==> src/rtl/loader_pkg.sv <==
// Shared definitions for the imem program loader: frame header byte, FSM state
// encoding and the frame-length bound helper.
package loader_pkg;

  localparam logic [7:0] LOADER_HDR = 8'hA5;

  typedef enum logic [2:0] {
    ST_IDLE   = 3'd0,
    ST_LEN_LO = 3'd1,
    ST_LEN_HI = 3'd2,
    ST_DATA   = 3'd3,
    ST_CSUM   = 3'd4,
    ST_DONE   = 3'd5,
    ST_ERROR  = 3'd6
  } loader_state_e;

  // A frame may hold at most 2**addr_width words.
  function automatic logic len_too_long(input logic [15:0] len, input int unsigned addr_width);
    return ({16'd0, len} > (32'd1 << addr_width));
  endfunction

endpackage

==> src/rtl/loader_word_assembler.sv <==
// Packs payload bytes little-endian into 32-bit words and keeps the running XOR
// checksum of the payload. word_valid is raised on the byte that completes a word.
module loader_word_assembler
  import loader_pkg::*;
(
  input  logic        clock,
  input  logic        reset,
  input  logic        clear,
  input  logic        byte_valid,
  input  logic [7:0]  byte_data,
  output logic        word_valid,
  output logic [31:0] word_data,
  output logic [7:0]  csum
);

  logic [23:0] lanes_q, lanes_d;
  logic [1:0]  idx_q, idx_d;
  logic [7:0]  csum_q, csum_d;

  // Byte lane shift, lane index and checksum update
  always_comb begin
    lanes_d    = lanes_q;
    idx_d      = idx_q;
    csum_d     = csum_q;
    word_valid = 1'b0;
    word_data  = {byte_data, lanes_q};
    if (clear) begin
      lanes_d = 24'd0;
      idx_d   = 2'd0;
      csum_d  = 8'd0;
    end else if (byte_valid) begin
      lanes_d    = {byte_data, lanes_q[23:8]};
      idx_d      = idx_q + 2'd1;
      csum_d     = csum_q ^ byte_data;
      word_valid = (idx_q == 2'd3);
    end else begin
      lanes_d = lanes_q;
    end
  end

  // Assembler state registers
  always_ff @(posedge clock) begin
    if (reset) begin
      lanes_q <= 24'd0;
      idx_q   <= 2'd0;
      csum_q  <= 8'd0;
    end else begin
      lanes_q <= lanes_d;
      idx_q   <= idx_d;
      csum_q  <= csum_d;
    end
  end

  assign csum = csum_q;

endmodule

==> src/rtl/imem_program_loader.sv <==
// Framed byte-stream loader: fills imem from word 0 and holds the core in reset
// until a complete frame passes its XOR checksum.
module imem_program_loader
  import loader_pkg::*;
#(
  parameter int ADDR_WIDTH     = 12,
  parameter int TIMEOUT_CYCLES = 1_000_000
) (
  input  logic                  clock,
  input  logic                  reset,
  input  logic [7:0]            in_data,
  input  logic                  in_valid,
  output logic                  in_ready,
  output logic                  imem_wren,
  output logic [ADDR_WIDTH-1:0] imem_addr,
  output logic [31:0]           imem_data,
  output logic                  cpu_reset,
  output logic                  load_done,
  output logic                  load_error
);

  loader_state_e         state_q, state_d;
  logic [15:0]           len_q, len_d;
  logic [ADDR_WIDTH:0]   ptr_q, ptr_d;
  logic [31:0]           tmo_q, tmo_d;
  logic                  in_ready_q, in_ready_d;
  logic                  imem_wren_q, imem_wren_d;
  logic [ADDR_WIDTH-1:0] imem_addr_q, imem_addr_d;
  logic [31:0]           imem_data_q, imem_data_d;
  logic                  cpu_reset_q, cpu_reset_d;
  logic                  load_done_q, load_done_d;
  logic                  load_error_q, load_error_d;

  logic        accept_s;
  logic        asm_clear_s;
  logic        asm_byte_s;
  logic        asm_word_valid_s;
  logic [31:0] asm_word_s;
  logic [7:0]  asm_csum_s;
  logic [15:0] len_full_s;
  logic        in_frame_s;

  assign accept_s    = in_valid & in_ready_q;
  assign asm_clear_s = accept_s & (state_q == ST_LEN_HI);
  assign asm_byte_s  = accept_s & (state_q == ST_DATA);
  assign len_full_s  = {in_data, len_q[7:0]};
  assign in_frame_s  = (state_q == ST_LEN_LO) || (state_q == ST_LEN_HI) ||
                       (state_q == ST_DATA)   || (state_q == ST_CSUM);

  loader_word_assembler u_asm (
    .clock      (clock),
    .reset      (reset),
    .clear      (asm_clear_s),
    .byte_valid (asm_byte_s),
    .byte_data  (in_data),
    .word_valid (asm_word_valid_s),
    .word_data  (asm_word_s),
    .csum       (asm_csum_s)
  );

  // Frame FSM, length latch, word pointer and inter-byte timeout
  always_comb begin
    state_d = state_q;
    len_d   = len_q;
    ptr_d   = ptr_q;
    tmo_d   = tmo_q;
    case (state_q)
      ST_IDLE: begin
        if (accept_s && (in_data == LOADER_HDR)) state_d = ST_LEN_LO;
        else                                     state_d = ST_IDLE;
      end
      ST_LEN_LO: begin
        if (accept_s) begin
          len_d[7:0] = in_data;
          state_d    = ST_LEN_HI;
        end else begin
          state_d = ST_LEN_LO;
        end
      end
      ST_LEN_HI: begin
        if (accept_s) begin
          len_d[15:8] = in_data;
          ptr_d       = '0;
          if (len_too_long(len_full_s, ADDR_WIDTH)) state_d = ST_ERROR;
          else if (len_full_s == 16'd0)            state_d = ST_CSUM;
          else                                      state_d = ST_DATA;
        end else begin
          state_d = ST_LEN_HI;
        end
      end
      ST_DATA: begin
        if (asm_word_valid_s) begin
          ptr_d = ptr_q + {{ADDR_WIDTH{1'b0}}, 1'b1};
          if ((32'(ptr_q) + 32'd1) == 32'(len_q)) state_d = ST_CSUM;
          else                                     state_d = ST_DATA;
        end else begin
          state_d = ST_DATA;
        end
      end
      ST_CSUM: begin
        if (accept_s) state_d = (in_data == asm_csum_s) ? ST_DONE : ST_ERROR;
        else          state_d = ST_CSUM;
      end
      ST_DONE, ST_ERROR: begin
        if (accept_s && (in_data == LOADER_HDR)) state_d = ST_LEN_LO;
        else                                     state_d = state_q;
      end
      default: state_d = ST_IDLE;
    endcase

    // Silence inside a frame overrides whatever the byte logic decided
    if (in_frame_s && !accept_s && (tmo_q >= 32'(TIMEOUT_CYCLES - 1))) begin
      state_d = ST_ERROR;
    end else begin
      state_d = state_d;
    end

    if (!in_frame_s || accept_s || (state_d != state_q)) tmo_d = 32'd0;
    else                                                 tmo_d = tmo_q + 32'd1;
  end

  // Next values of the registered outputs
  always_comb begin
    in_ready_d   = ~asm_word_valid_s;
    imem_wren_d  = asm_word_valid_s;
    imem_addr_d  = imem_addr_q;
    imem_data_d  = imem_data_q;
    if (asm_word_valid_s) begin
      imem_addr_d = ptr_q[ADDR_WIDTH-1:0];
      imem_data_d = asm_word_s;
    end else begin
      imem_addr_d = imem_addr_q;
    end
    cpu_reset_d  = (state_d != ST_DONE);
    load_done_d  = (state_d == ST_DONE);
    load_error_d = (state_d == ST_ERROR);
  end

  // State and output registers
  always_ff @(posedge clock) begin
    if (reset) begin
      state_q      <= ST_IDLE;
      len_q        <= 16'd0;
      ptr_q        <= '0;
      tmo_q        <= 32'd0;
      in_ready_q   <= 1'b0;
      imem_wren_q  <= 1'b0;
      imem_addr_q  <= '0;
      imem_data_q  <= 32'd0;
      cpu_reset_q  <= 1'b1;
      load_done_q  <= 1'b0;
      load_error_q <= 1'b0;
    end else begin
      state_q      <= state_d;
      len_q        <= len_d;
      ptr_q        <= ptr_d;
      tmo_q        <= tmo_d;
      in_ready_q   <= in_ready_d;
      imem_wren_q  <= imem_wren_d;
      imem_addr_q  <= imem_addr_d;
      imem_data_q  <= imem_data_d;
      cpu_reset_q  <= cpu_reset_d;
      load_done_q  <= load_done_d;
      load_error_q <= load_error_d;
    end
  end

  assign in_ready   = in_ready_q;
  assign imem_wren  = imem_wren_q;
  assign imem_addr  = imem_addr_q;
  assign imem_data  = imem_data_q;
  assign cpu_reset  = cpu_reset_q;
  assign load_done  = load_done_q;
  assign load_error = load_error_q;

endmodule

==> config.mk <==
export PLATFORM = sky130hd
export DESIGN_NAME = imem_program_loader
export DESIGN_NICKNAME = d
export VERILOG_FILES = /design/src/rtl/loader_pkg.sv /design/src/rtl/loader_word_assembler.sv /design/src/rtl/imem_program_loader.sv
export SDC_FILE = /design/constraint.sdc
export NUM_CORES = 1
export LEC_CHECK = 0
export CORE_MARGIN = 2
export CORE_UTILIZATION = 50
export DETAILED_ROUTE_END_ITERATION = 6
export GPL_TIMING_DRIVEN = 1
export PLACE_DENSITY = 0.81
export SLEW_MARGIN = 40
export SYNTH_ARGS = -nofsm -noshare
export SYNTH_HDL_FRONTEND = slang
export SYNTH_HIERARCHICAL = 1
export SYNTH_SLANG_ARGS = --single-unit
export TNS_END_PERCENT = 1
==> constraint.sdc <==
create_clock -name clock -period 3.5 [get_ports clock]
set_input_delay 0.525 -clock clock [delete_from_list [all_inputs] [get_ports clock]]
set_output_delay 0.525 -clock clock [all_outputs]
set_load 0.005 [all_outputs]
==> out/metrics.csv, run 1 <==
stage,metric,value,unit
run_status,status,completed,
worst_setup_path,max_stage_delay,470,ps
timing,max_slew_margin,58.3,%
final_layout,drive_gt1_share,11.9,%
clock_tree,cts_tree,built,
timing,hold_viol,0,
synthesis,synth_seq_cells,147,
global_routing,grt_pass1_vias,5139,
route,drc_errors,0,
global_routing,grt.overflow.total,0,
timing,setup_viol,0,
synthesis,synth_cells,705,
die,die_h,119,um
power,powerDensity,521,nW/um2
die,rows,42,
worst_setup_path,cp-start-kind,primary input,
worst_setup_path,end_kind,flip-flop,
global_routing,grt_first_pass_wirelength,24900,um
clock_tree,clkLatencyLatePin,430,ps
clock_tree,h-tree-depth,4,
synthesis,synth_ff_type,dfxtp_1,
timing,skew,11.2,ps
placement,place_area,7290,um2
final_layout,syn_to_final_growth,19.8,%
final_layout,multi_input_area,3380,um2
worst_hold_path,holdCritPathClass,reg -> reg,
synthesis,synthTopCellsByArea,"dfxtp_1 44%, mux2i_1 12%, nor2_1 6.2%, xor2_1 3.4%, nor4_2 3.2%",
synthesis,ys_types,66,
synthesis,yosysWarnings,6,
run,maxCapViolCount,0,
route,wl,15000,um
clock_tree,post_cts_buffers,0,
clock_tree,cts_resized,0,
worst_setup_path,arrival,3170,ps
worst_setup_path,path_cells,"clkdlybuf4s50_1, nand2_1, nor3_2, and3b_2, nor4b_1, o211ai_1, nor4bb_1, a41o_1, buf_12, nor4_2",
power,power_leakage,2.73,nW
worst_setup_path,crit_required,3780,ps
clock_tree,clock_path_buffers,2,
worst_setup_path,cp_max_fo,20,
die,fp.dieW,119,um
final_layout,regArea,2940,um2
timing,rsz0062_at_grt,no,
timing,period_minus_slack,2890,ps
power,peakVddDrop,0.000345,V
timing,timing.fmax,346,MHz
synthesis,yosysTopAreaCell,dfxtp_1,
worst_setup_path,r2r_cells,8,
clock_tree,cts_made_buffers,17,
timing,fin_setup_tns,0,ps
synthesis,yosysSeqAreaShare,44.5,%
die,ios,60,
synthesis,synth_edf_count,0,
placement,dp_hpwl,10100,um
synthesis,yosys.area.top_type_share,44.5,%
final_layout,fin_nets,771,
global_routing,grt_max_degree,53,
synthesis,async_flop_share,0,%
die,dieArea,14200,um2
final_layout,fin_area,7930,um2
power,pwr-share-comb,11.2,%
worst_setup_path,worstSetupPathType,in -> reg,
power,pwr-share-clk,46.6,%
placement,place_congestion,0.857,
die,design.core.area,13100,um2
final_layout,fill_cells,1066,
clock_tree,holdBufCountCts,0,
worst_hold_path,whs_path_depth,2,
die,start_util,50.6,%
timing,final_max_slew_viol_count,0,
timing,tightest_slew,625,ps
power,switchingPower,0.00107,W
clock_tree,clk_pin_slew_worst_paths,60,ps
route,vias,5247,
clock_tree,clock_sinks,147,
synthesis,synth_area_per_cell,9.39,um2
worst_setup_path,cpMaxStageDelayCell,clkdlybuf4s50_1,
route,vias_per_cell,5.55,
power,switching_share,25.9,%
clock_tree,clock-root-buffer,clkbuf_16,
route,ant_nets,0,
route,routedWlPerCell,15.9,um
global_routing,grtUsageTotal,22.0,%
route,drt_pass1_iterations,5,
power,p_int,0.00306,W
synthesis,syn_area,6620,um2
route,detail_route.iter0.violations,450,
final_layout,diodes,0,
global_routing,grt_antenna_before_repair,0,
timing,finalCritPeriodShare,82.6,%
power,power.share.sequential,42.1,%
placement,port-buffer-count,59,
==> worst paths after layout <==
kind | start | endpoint | slack [ps]
setup / recovery | in_valid | tmo_q[17]$_SDFF_PP0_ | 610
hold / removal | len_q[15]$_SDFFE_PP0P_ | len_q[15]$_SDFFE_PP0P_ | 460
hold reg to reg | len_q[15]$_SDFFE_PP0P_ | len_q[15]$_SDFFE_PP0P_ | 460
setup reg to reg | ptr_q[0]$_SDFFE_PP0P_ | tmo_q[17]$_SDFF_PP0_ | 710
==> worst max-delay path, delay by kind of cell <==
kind	cells	cell delay, ps
buffers and inverters	2	660
AO/OA/AOI/OAI	2	430
AND/OR/NAND/NOR	6	1550
==> flip-flops by register name (all words and copies together), names as in the netlist, 2 cells and up <==
name	count
ptr_q	13
len_q	16
u_asm/csum	8
tmo_q	32
imem_data	32
state_q	3
u_asm/lanes_q	24
imem_addr	12
u_asm/idx_q	2
==> area by class of cell <==
type	instances	share of cell area (%)
repair buffers	77	9.25
clock buffers	18	5.41
well taps	176	2.78
inverters	7	0.331
multi-input cells	507	42.6
flip-flops and latches	147	37.1
clock inverters	14	2.52
==> metal layers <==
metal | GRT usage, % | vias to the layer above | wire (um) | part of all wire [%]
li1 | - | 2550 | - | -
met1 | 28.3 | 2483 | 6650 | 44
met2 | 34.8 | 183 | 7030 | 47
met3 | 5.41 | 31 | 980 | 6.5
met4 | 10.2 | 0 | 345 | 2.3
met5 | 0 | - | 0 | 0
==> stage by stage <==
| step | std cells | power (W) | setup slack (ps) | utilization [%] | hold WS, ps |
|---|---|---|---|---|---|
| after detailed placement | 914 | 0.00224 | 242 | 55.7 | 451 |
| final | 946 | 0.00413 | 609 | 60.6 | 463 |
| after floorplan | 716 | 0.00213 | 627 | - | 436 |
| after global placement | 914 | 0.00222 | 378 | 55.7 | 450 |
| after CTS | 946 | 0.00415 | 683 | 60.6 | 460 |
| after global routing | 946 | 0.00427 | 476 | 60.6 | 480 |
==> power groups by stage <==
| stage | clock [W] | combinational, W | sequential [W] |
|---|---|---|---|
| after floorplan | 0 | 0.000374 | 0.00176 |
| after global placement | 0 | 0.000443 | 0.00177 |
| after detailed placement | 0 | 0.000460 | 0.00178 |
| after CTS | 0.00195 | 0.000462 | 0.00174 |
| after global routing | 0.00202 | 0.000505 | 0.00174 |
| final | 0.00193 | 0.000464 | 0.00174 |
==> cell families after synthesis <==
logic type               after synthesis  share of synthesized area [%]
AND/OR/NAND/NOR                      287                           23.2
other                                  1                         0.0567
XOR/XNOR                              44                           5.94
flip-flops                           147                           44.5
buffers and inverters                 62                           5.37
multiplexers                          77                           11.6
AO/OA/AOI/OAI                         83                           8.64
adder cells (fa/ha/maj)                4                          0.718
==> synth_stat cells (2+ instances only) <==
cell type / number
dfxtp_1: 147
nor2_1: 110
mux2i_1: 77
nand2_1: 48
a21oi_1: 29
xor2_1: 26
clkbuf_1: 23
nand3_1: 21
nor4_2: 17
xnor2_1: 17
nor4_1: 15
buf_4: 12
nor3_1: 12
nand3b_1: 11
and3_1: 10
o21ai_0: 10
buf_6: 9
a21bo_2: 8
nor2b_1: 8
buf_2: 7
inv_1: 7
or3_1: 6
nand4_1: 5
a21oi_2: 4
a311oi_1: 4
and2_1: 4
nand2b_1: 4
a31oi_1: 3
buf_1: 3
ha_1: 3
o211a_1: 3
a211o_1: 2
and4_1: 2
nand4_2: 2
nand4b_1: 2
o21a_1: 2
o21ai_1: 2
o22ai_1: 2
==> layout by cell type, fill, tap and decap left out, types with 10 or more instances in the layout <==
cell type        instances
xnor2_1                 17
nor4_2                  18
nor2_1                 110
clkbuf_16               17
clkdlybuf4s50_1         58
nand3b_1                11
buf_4                   17
nand3_1                 21
mux2i_1                 77
o21ai_0                 10
nor3_1                  11
conb_1                  12
a21oi_1                 29
xor2_1                  26
nand2_1                 48
nor4_1                  14
dfxtp_1                147
and3_1                  10
No activity file was read; power rests on OpenSTA's default activity.
==> inputs of run 2 (changes only) <==
==> constraint.sdc (replaced) <==
create_clock -name clock -period 2.9 [get_ports clock]
set_input_delay 0.435 -clock clock [delete_from_list [all_inputs] [get_ports clock]]
set_output_delay 0.435 -clock clock [all_outputs]
set_load 0.005 [all_outputs]
==> run 2 against run 1 <==
- non-clock buffer count increased by 17
- cell count increased by 1.8%
- die area unchanged
- sequential share of layout area decreased by 0.46 points
- wire length decreased by 0.43%
- global-route usage decreased by 0.054 points
- setup slack got worse by 280 ps
- critical path type is now reg -> reg
- highest routed layer unchanged
==> out/metrics.csv, run 2 (synthesis gave the netlist of run 1 again) <==
stage,metric,value,unit,change
run,maxCapViolCount,0,,unchanged
clock_tree,clock_sinks,147,,unchanged
worst_setup_path,crit_required,3230,ps,-550 ps
placement,dpl_worst_slack,-75.8,ps,-318 ps
global_routing,grt_first_pass_wirelength,25300,um,+1.6%
worst_setup_path,end_kind,flip-flop,,
die,dieArea,14200,um2,unchanged
worst_setup_path,r2r_slack,330,ps,-380 ps
power,pwr-share-clk,44.7,%,-1.9 points
global_routing,grt_pass1_vias,5131,,-0.16%
route,routedWlPerCell,15.5,um,-2.2%
power,powerDensity,607,nW/um2,+16%
clock_tree,clk_pin_slew_worst_paths,60,ps,about the same
final_layout,fill_cells,1042,,-2.3%
route,ant_nets,0,,unchanged
timing,fin_ws,332,ps,-277 ps
final_layout,layout_common_cells,"147 x dfxtp_1, 110 x nor2_1, 77 x mux2i_1, 58 x clkdlybuf4s50_1, 48 x nand2_1",,
worst_setup_path,cpMaxStageDelayCell,dfxtp_1,,
power,power_leakage,2.80,nW,+2.6%
global_routing,grt_antenna_before_repair,0,,unchanged
placement,place_inst,931,,+1.9%
final_layout,diodes,0,,unchanged
final_layout,drive_gt1_share,13.9,%,+1.9 points
global_routing,grtUsageTotal,21.9,%,-0.054 points
worst_hold_path,min_from,len_q[14]$_SDFFE_PP0P_,,
clock_tree,holdBufCountCts,0,,unchanged
final_layout,final_cell_count_no_fill,963,,+1.8%
worst_setup_path,path_common_cell,nand2_1,,
power,switchingPower,0.00138,W,+29%
final_layout,syn_to_final_growth,21.3,%,
placement,dp_hpwl,10100,um,-0.26%
power,p_int,0.00349,W,+14%
route,drt_pass1_iterations,5,,unchanged
timing,skew,9.38,ps,-1.78 ps
worst_hold_path,whs_path_depth,2,,unchanged
final_layout,multi_input_area,3380,um2,about the same
timing,finalCritPeriodShare,88.6,%,
timing,timing.fmax,389,MHz,
worst_setup_path,path_cells,"ha_1, nand2_1, or4_1, a32oi_1, nand2_1, a41o_1, buf_12, nor4_2",,
worst_setup_path,cp_max_fo,20,,unchanged
worst_setup_path,r2r-start,ptr_q[1]$_SDFFE_PP0P_,,
placement,place_congestion,0.903,,+5.4%
clock_tree,cts_tree,built,,
clock_tree,clock_path_buffers,2,,unchanged
route,drc_errors,0,,unchanged
clock_tree,cts_made_buffers,17,,unchanged
worst_setup_path,max_stage_delay,490,ps,+20 ps
power,fin_total_pwr,0.00487,W,+18%
final_layout,regArea,2940,um2,unchanged
final_layout,layout_commonest_cell,dfxtp_1,,
die,design.core.area,13100,um2,unchanged
timing,period_minus_slack,2570,ps,
timing,tightest_slew,764,ps,+140 ps
global_routing,grt_max_degree,44,,-17%
worst_setup_path,r2r_cells,8,,unchanged
worst_setup_path,worstSetupPathType,reg -> reg,,
worst_setup_path,r2r_end,tmo_q[14]$_SDFF_PP0_,,
timing,hold_viol,0,,unchanged
die,die_h,119,um,unchanged
worst_hold_path,worstHoldEndpoint,len_q[14]$_SDFFE_PP0P_,,
die,start_util,50.6,%,unchanged
worst_hold_path,holdCritPathClass,reg -> reg,,
placement,place_area,7420,um2,+1.7%
placement,port-buffer-count,59,,unchanged
timing,final_max_slew_viol_count,0,,unchanged
worst_setup_path,crit_start,ptr_q[1]$_SDFFE_PP0P_,,
clock_tree,clkLatencyLatePin,430,ps,about the same
run_status,status,completed,,
worst_setup_path,cp-start-kind,flip-flop,,
final_layout,fin_nets,788,,+2.2%
power,peakVddDrop,0.000397,V,+15%
timing,setup_viol,0,,unchanged
clock_tree,h-tree-depth,4,,unchanged
final_layout,fin_area,8030,um2,+1.2%
timing,rsz0062_at_grt,no,,
clock_tree,clock-root-buffer,clkbuf_16,,
die,fp.dieW,119,um,unchanged
power,pwr-share-comb,12.1,%,+0.9 points
die,ios,60,,unchanged
power,switching_share,28.4,%,+2.5 points
route,wl,14900,um,-0.43%
die,rows,42,,unchanged
route,vias,5320,,+1.4%
worst_setup_path,arrival,2900,ps,-270 ps
global_routing,grt.overflow.total,0,,unchanged
route,vias_per_cell,5.52,,-0.40%
power,power.share.sequential,43.2,%,+1.1 points
timing,max_slew_margin,49.0,%,-9.3 points
route,detail_route.iter0.violations,370,,-18%
-- run 2: layer usage --
layer / vias to the layer above / global-route usage [%] / routed length [um]
met3: 21 / 5.08 / 962
met4: 0 / 7.07 / 174
met1: 2519 / 30.3 / 6850
li1: 2581 / - / -
met5: - / 0 / 0
met2: 199 / 34.0 / 6950
-- run 2: per-stage QoR --
stage,TNS (ps),utilization (%),hold slack (ps)
6_report,0,61.4,470
5_1_grt,0,61.4,485
4_1_cts,0,61.3,456
3_5_place_dp,-1370,56.7,448
3_3_place_gp,0,56.7,454
2_1_floorplan,0,-,436
-- run 2: layout make-up --
class,instances,share of cell area [%]
clock inverters,15,2.15
well taps,176,2.74
flip-flops and latches,147,36.7
repair buffers,94,10.7
multi-input cells,507,42.1
clock buffers,17,5.30
inverters,7,0.327
-- run 2: worst max path at each step --
stage / endpoint / slack [ps]
finish: tmo_q[14]$_SDFF_PP0_ / 330
global route: tmo_q[0]$_SDFF_PP0_ / 140
CTS: tmo_q[0]$_SDFF_PP0_ / 280
detailed placement: tmo_q[0]$_SDFF_PP0_ / -80
global placement: tmo_q[1]$_SDFF_PP0_ / 80
floorplan: tmo_q[19]$_SDFF_PP0_ / 40
-- run 2: power groups by stage --
stage                     combinational, W  clock [W]  sequential (W)
after floorplan                   0.000451          0         0.00212
after global placement            0.000565          0         0.00214
after detailed placement          0.000577          0         0.00215
after CTS                         0.000580    0.00221         0.00210
after global routing              0.000638    0.00231         0.00211
final                             0.000587    0.00218         0.00210
-- run 2: timing repair --
item	4_1_cts	5_1_grt
setup endpoints to repair	0	1
buffers inserted	0	0
resized for setup	0	1
-- run 2: critical path, delay by kind of cell, from the launching register on --
kind	cells	cell delay (ps)
compound gates	2	510
fa+ha+maj	1	330
flops	1	490
simple gates	4	970
buf+inv	1	170
